File: src/rtl/lsu_mem_master.sv
// Load/store initiator for a 32-bit byte-write-enable data RAM.
// Splits word-crossing accesses into two RAM cycles and extends load data.
module lsu_mem_master #(
   parameter int unsigned ADDR_W = 14
) (
   input  logic              clk,
   input  logic              rst,
   input  logic              req_valid,
   output logic              req_ready,
   input  logic              req_we,
   input  logic [2:0]        req_funct3,
   input  logic [ADDR_W-1:0] req_addr,
   input  logic [31:0]       req_wdata,
   output logic              resp_valid,
   output logic              resp_err,
   output logic [31:0]       resp_rdata,
   output logic [ADDR_W-1:0] mem_address,
   output logic [31:0]       mem_data_in,
   output logic              mem_we,
   output logic [3:0]        mem_byte_we,
   input  logic [31:0]       mem_data_out
);

   localparam logic [2:0] StIdle = 3'd0;
   localparam logic [2:0] StAcc0 = 3'd1;
   localparam logic [2:0] StAcc1 = 3'd2;
   localparam logic [2:0] StWait = 3'd3;
   localparam logic [2:0] StResp = 3'd4;

   function automatic logic [3:0] size_mask(input logic [1:0] sz);
      case (sz)
         2'b00:   size_mask = 4'b0001;
         2'b01:   size_mask = 4'b0011;
         2'b10:   size_mask = 4'b1111;
         default: size_mask = 4'b0000;
      endcase
   endfunction

   function automatic logic [2:0] size_bytes(input logic [1:0] sz);
      case (sz)
         2'b00:   size_bytes = 3'd1;
         2'b01:   size_bytes = 3'd2;
         default: size_bytes = 3'd4;
      endcase
   endfunction

   function automatic logic is_legal(input logic we, input logic [2:0] f3);
      case (f3)
         3'b000, 3'b001, 3'b010: is_legal = 1'b1;
         3'b100, 3'b101:         is_legal = ~we;
         default:                is_legal = 1'b0;
      endcase
   endfunction

   logic [2:0]        state_q;
   logic              we_q;
   logic [2:0]        funct3_q;
   logic [ADDR_W-1:0] addr_q;
   logic [31:0]       wdata_q;
   logic              err_q;
   logic [31:0]       part_a_q;
   logic [31:0]       result_q;
   logic [ADDR_W-1:0] mem_address_q;
   logic [31:0]       mem_data_in_q;
   logic              mem_we_q;
   logic [3:0]        mem_byte_we_q;

   logic [1:0]        off;
   logic              split;
   logic [2:0]        hi_bytes;
   logic [5:0]        hi_shift;
   logic [31:0]       lo_keep;
   logic [ADDR_W-3:0] word_inc;
   logic [31:0]       ext;

   assign off      = addr_q[1:0];
   assign split    = ({1'b0, off} + size_bytes(funct3_q[1:0])) > 3'd4;
   // Bytes of the access that fall in the first word; only meaningful when split.
   assign hi_bytes = 3'd4 - {1'b0, off};
   assign hi_shift = {hi_bytes, 3'b000};
   assign lo_keep  = 32'hFFFF_FFFF >> {off, 3'b000};
   assign word_inc = addr_q[ADDR_W-1:2] + {{(ADDR_W-3){1'b0}}, 1'b1};

   always_comb begin
      ext = result_q;
      case (funct3_q)
         3'b000:  ext = {{24{result_q[7]}}, result_q[7:0]};
         3'b001:  ext = {{16{result_q[15]}}, result_q[15:0]};
         3'b100:  ext = {24'h0, result_q[7:0]};
         3'b101:  ext = {16'h0, result_q[15:0]};
         default: ext = result_q;
      endcase
   end

   always_ff @(posedge clk) begin
      if (rst) begin
         state_q       <= StIdle;
         we_q          <= 1'b0;
         funct3_q      <= 3'b000;
         addr_q        <= '0;
         wdata_q       <= 32'h0;
         err_q         <= 1'b0;
         part_a_q      <= 32'h0;
         result_q      <= 32'h0;
         mem_address_q <= '0;
         mem_data_in_q <= 32'h0;
         mem_we_q      <= 1'b0;
         mem_byte_we_q <= 4'h0;
      end else begin
         mem_we_q      <= 1'b0;
         mem_byte_we_q <= 4'h0;
         case (state_q)
            StIdle: begin
               if (req_valid) begin
                  we_q     <= req_we;
                  funct3_q <= req_funct3;
                  addr_q   <= req_addr;
                  wdata_q  <= req_wdata;
                  result_q <= 32'h0;
                  if (!is_legal(req_we, req_funct3)) begin
                     err_q   <= 1'b1;
                     state_q <= StResp;
                  end else begin
                     err_q         <= 1'b0;
                     mem_address_q <= req_addr;
                     mem_byte_we_q <= size_mask(req_funct3[1:0]);
                     mem_data_in_q <= req_wdata;
                     mem_we_q      <= req_we;
                     state_q       <= StAcc0;
                  end
               end
            end
            StAcc0: begin
               if (split) begin
                  mem_address_q <= {word_inc, 2'b00};
                  mem_byte_we_q <= size_mask(funct3_q[1:0]) >> hi_bytes;
                  mem_data_in_q <= wdata_q >> hi_shift;
                  mem_we_q      <= we_q;
                  state_q       <= StAcc1;
               end else if (we_q) begin
                  state_q <= StResp;
               end else begin
                  state_q <= StWait;
               end
            end
            StAcc1: begin
               part_a_q <= mem_data_out;
               state_q  <= we_q ? StResp : StWait;
            end
            StWait: begin
               result_q <= split ? ((part_a_q & lo_keep) | (mem_data_out << hi_shift))
                                 : mem_data_out;
               state_q  <= StResp;
            end
            StResp:  state_q <= StIdle;
            default: state_q <= StIdle;
         endcase
      end
   end

   assign req_ready   = (state_q == StIdle);
   assign resp_valid  = (state_q == StResp);
   assign resp_err    = (state_q == StResp) & err_q;
   assign resp_rdata  = ((state_q == StResp) && !err_q && !we_q) ? ext : 32'h0;
   assign mem_address = mem_address_q;
   assign mem_data_in = mem_data_in_q;
   assign mem_we      = mem_we_q;
   assign mem_byte_we = mem_byte_we_q;

endmodule

File: config.mk
export PLATFORM = sky130hd
export DESIGN_NAME = lsu_mem_master
export DESIGN_NICKNAME = d
export VERILOG_FILES = /design/src/rtl/lsu_mem_master.sv
export SDC_FILE = /design/constraint.sdc
export NUM_CORES = 1
export LEC_CHECK = 0
export BUFFER_PORTS_ARGS = -buffer_cell sky130_fd_sc_hd__buf_4
export CAP_MARGIN = 20
export CELL_PAD_IN_SITES_DETAIL_PLACEMENT = 1
export CELL_PAD_IN_SITES_GLOBAL_PLACEMENT = 1
export CORE_MARGIN = 2
export CORE_UTILIZATION = 40
export DETAILED_ROUTE_END_ITERATION = 8
export GPL_TIMING_DRIVEN = 0
export PLACE_DENSITY_LB_ADDON = 0.1
export SETUP_SLACK_MARGIN = 0.2
export SYNTH_ARGS = -nofsm -noshare
export SYNTH_HDL_FRONTEND = slang
export SYNTH_SLANG_ARGS = --single-unit
File: constraint.sdc
create_clock -name clk -period 3.2 [get_ports clk]
set_clock_uncertainty 0.1 [all_clocks]
set_input_delay 0.64 -clock clk [delete_from_list [all_inputs] [get_ports clk]]
set_output_delay 0.64 -clock clk [all_outputs]
set_load 0.05 [all_outputs]
==> impl_results.md <==
* WP data required at 2.46 ns
* Worst flop-to-flop path startpoint: funct3_q[0]
* Max Cap Viol at 0
* Met3 Usage GRT at 0.0466
* Avg Cell Area, Syn at 7.86 sq um
* Drt pass-1 iters at 5
* Buf/Inv on CP at 4
* # IOs at 171
* Design Area, Final at 10800 sq um
* Die Y at 148 microns
* P per Cell Area at 560 nW/um^2
* GRT met1 Usage at 0.346
* Full die area at 21800 sq um
* Ys flop type: dfxtp_1
* RR Endpoint: mem_data_in[9]
* CP startpoint kind: flip-flop
* Final Hold Fails at 0
* Clock-pin slew on the worst setup and hold paths at around 0.07 ns
* Post-synth EDFFs at 0
* Final worst path period need at 2.97 ns
* Setup tns final at 0 ns
* Ys async rst share at 0
* Slowest CP cell: dfxtp_4
* Hold Path Depth at 3
* Seq/Total Area, Yosys at 0.411
* WHS Endpoint: wdata_q[19]
* First-pass GRT wire length at ~47000 microns
* Slew Limit Fails at 0
* Final hold slack at between 0.3 and 0.4 ns
* Register-to-register setup slack at about 0.27 ns
* Top cells by area, synth: dfxtp_1 41%, nand2_1 11%, a21oi_1 7.8%
* # rows at 52
* Crit path max-delay family: buffers and inverters
* Outcome: finished, final reports clean
* GRT busiest layer: met2
* Layout net count at 1349
* Post-Route WL at 30400 microns
* Placed inst area at a little under 10000 sq um
* Count of different cell masters after synthesis at between 50 and 60
* # H-tree levels at 4
* Share of cells above drive strength 1 at 0.221
* Hold_sp: req_wdata[19]
* Reg2Reg Depth at 11
* Max VDD drop at 0.364 mV
* Vias at 8529
* CP arrival at 2.23 ns
* Critical Path Sink Type: output port
* Gr ovfl total at 0
* Root Buffer: clkbuf_16
* Area grow syn2layout at 31.6%
* # setup viols final at 0
* Synth cell count leaders: 240 x nand2_1, 169 x dfxtp_1, 128 x a21oi_1
* RD Place Congestion at 0.824
* LEAKAGE at 0.00413 uW
* Vias in the first global route at around 8600
* Pin count of the biggest net entering global routing at 17
* Post-DRT Antenna Nets at 0
* Input/output buffers at ~170
* Syn nets at 1147
* Hpwl dp at 22100 microns
* Yosys top cell by area: dfxtp_1
* Fmax at 337 MHz
* Core area at 20200 sq um
* Mapped Cells at 1048
* Iteration-0 DRC Markers at 552
* Die Wd at 148 microns
* Clock Path Buffers at 2
* RSZ-0062 raised after global routing: yes
* CTS tree: built
* Cell Area, Synth at roughly 8200 sq um
* ANT cells at 0
* CP Cell Sequence: inv_4, ha_4, or2_4, clkbuf_8, o21a_1, nor2_4, buf_6, o21a_1, buf_6
* Crit Path Max Fanout at 6
* Worst setup path class: reg -> out
* Initial Util at 0.407
* Ys Warns at 0
* Slew of the pin with the lowest slew margin at between 1 and 1.5 ns
* Global Route Usage Sum at 0.278
* Initial antenna violation count at 0
* Worst-Skew Late Latency at 0.45 ns
* Slew margin rel. at 0.310
* CTS Buf Count at 17
* Fin crit share at 0.928
* Seq cells post-synth at approximately 170
* Min-Delay Path Class: in -> reg
* Crit path largest cell delay at 0.39 ns
* Synth top area share at 0.411
* GR Util met2 at 0.479
* Top-count cell post-synth: nand2_1
* Vias per inst at 5.57
* WL/cell at 19.8 microns
* # DRC at 0
* TritonCTS sink count at 169
* Hold_buf cts at 0
-- through the flow --
step | cells | setup WS (ns) | utilization | power [uW]
after floorplan | 1048 | 0.190 | - | 3240
after global placement | 1487 | -0.463 | 0.487 | 3730
after detailed placement | 1488 | -0.541 | 0.487 | 3760
after CTS | 1529 | 0.207 | 0.531 | 6070
after global routing | 1532 | 0.145 | 0.536 | 6300
final | 1532 | 0.232 | 0.536 | 6080
-- registers in the layout, summed over array words and instances, names as in the netlist --
name,count
addr_q,14
err_q,1
funct3_q,3
mem_address,14
mem_byte_we,4
mem_data_in,32
mem_we,1
part_a_q,32
result_q,32
state_q,3
wdata_q,32
we_q,1
-- power by group --
group | internal, uW | switching (uW) | leakage, uW
combinational | 509 | 964 | 0.00244
clock | 1370 | 901 | 0.000311
sequential | 2230 | 104 | 0.00138
total | 4110 | 1970 | 0.00413
-- worst min-delay path, stage by stage --
cell and delay (ns):
buf_4 0.11, nand2_1 0.05, a21oi_1 0.05
-- layout make-up --
| type | instances | area (sq um) |
|---|---|---|
| tap | 270 | 338 |
| sequential | 169 | 3390 |
| clock buffer | 22 | 474 |
| timing repair buffer | 183 | 1450 |
| buffer | 88 | 422 |
| inverter | 21 | 83.8 |
| clock inverter | 9 | 164 |
| multi-input combinational | 770 | 4530 |
| fill | 2484 | 9390 |
-- cells in the final DEF (no fill, tap or decap), types with 11 or more instances in the layout --
cell | synthesis | final
a21oi_1 | 128 | 127
nor3_1 | 52 | 48
nor2b_1 | 23 | 22
a221oi_1 | 25 | 23
dfxtp_1 | 169 | 163
nand2_1 | 240 | 239
ha_1 | 13 | 11
clkbuf_16 | 0 | 17
o21a_1 | 18 | 18
a22oi_1 | 19 | 19
clkbuf_1 | 70 | 58
inv_1 | 21 | 19
o21ai_0 | 42 | 42
o211ai_1 | 11 | 11
buf_6 | 2 | 21
a211oi_1 | 18 | 18
buf_4 | 1 | 166
mux2i_1 | 31 | 31
nor2_1 | 60 | 58
-- layer usage --
metal / vias to the layer above / wire [microns]
li1: 4068 / -
met5: - / 0
met3: 68 / 1430
met4: 0 / 977
met1: 4138 / 13000
met2: 255 / 15000
-- worst max path at each step --
stage	to	slack, ns	cells past startpoint	from
floorplan	resp_rdata[21]	0.19	8	funct3_q[0]
finish	resp_rdata[20]	0.23	9	funct3_q[0]
detailed placement	result_q[26]	-0.54	12	funct3_q[0]
global route	mem_data_in[12]	0.14	11	funct3_q[0]
global placement	result_q[27]	-0.46	12	funct3_q[0]
CTS	resp_rdata[29]	0.21	9	state_q[1]
-- logic make-up (layout without fill, tap and decap cells) --
group / after synthesis / in the layout / synth area share
AO/OA/AOI/OAI: 294 / 294 / 0.226
XOR/XNOR: 10 / 10 / 0.0106
adder cells (fa/ha/maj): 14 / 14 / 0.0222
buffers and inverters: 109 / 323 / 0.0528
flip-flops: 169 / 169 / 0.411
multiplexers: 39 / 39 / 0.0581
AND/OR/NAND/NOR: 413 / 413 / 0.220
-- timing repair --
item,in CTS,in global routing
cloned,1,0
pin swaps,4,3
setup endpoints to repair,99,75
endpoints found under the hold margin,0,0
gates resized for setup,58,28
setup buffers,9,3
Power figures use the tool's default switching activity.
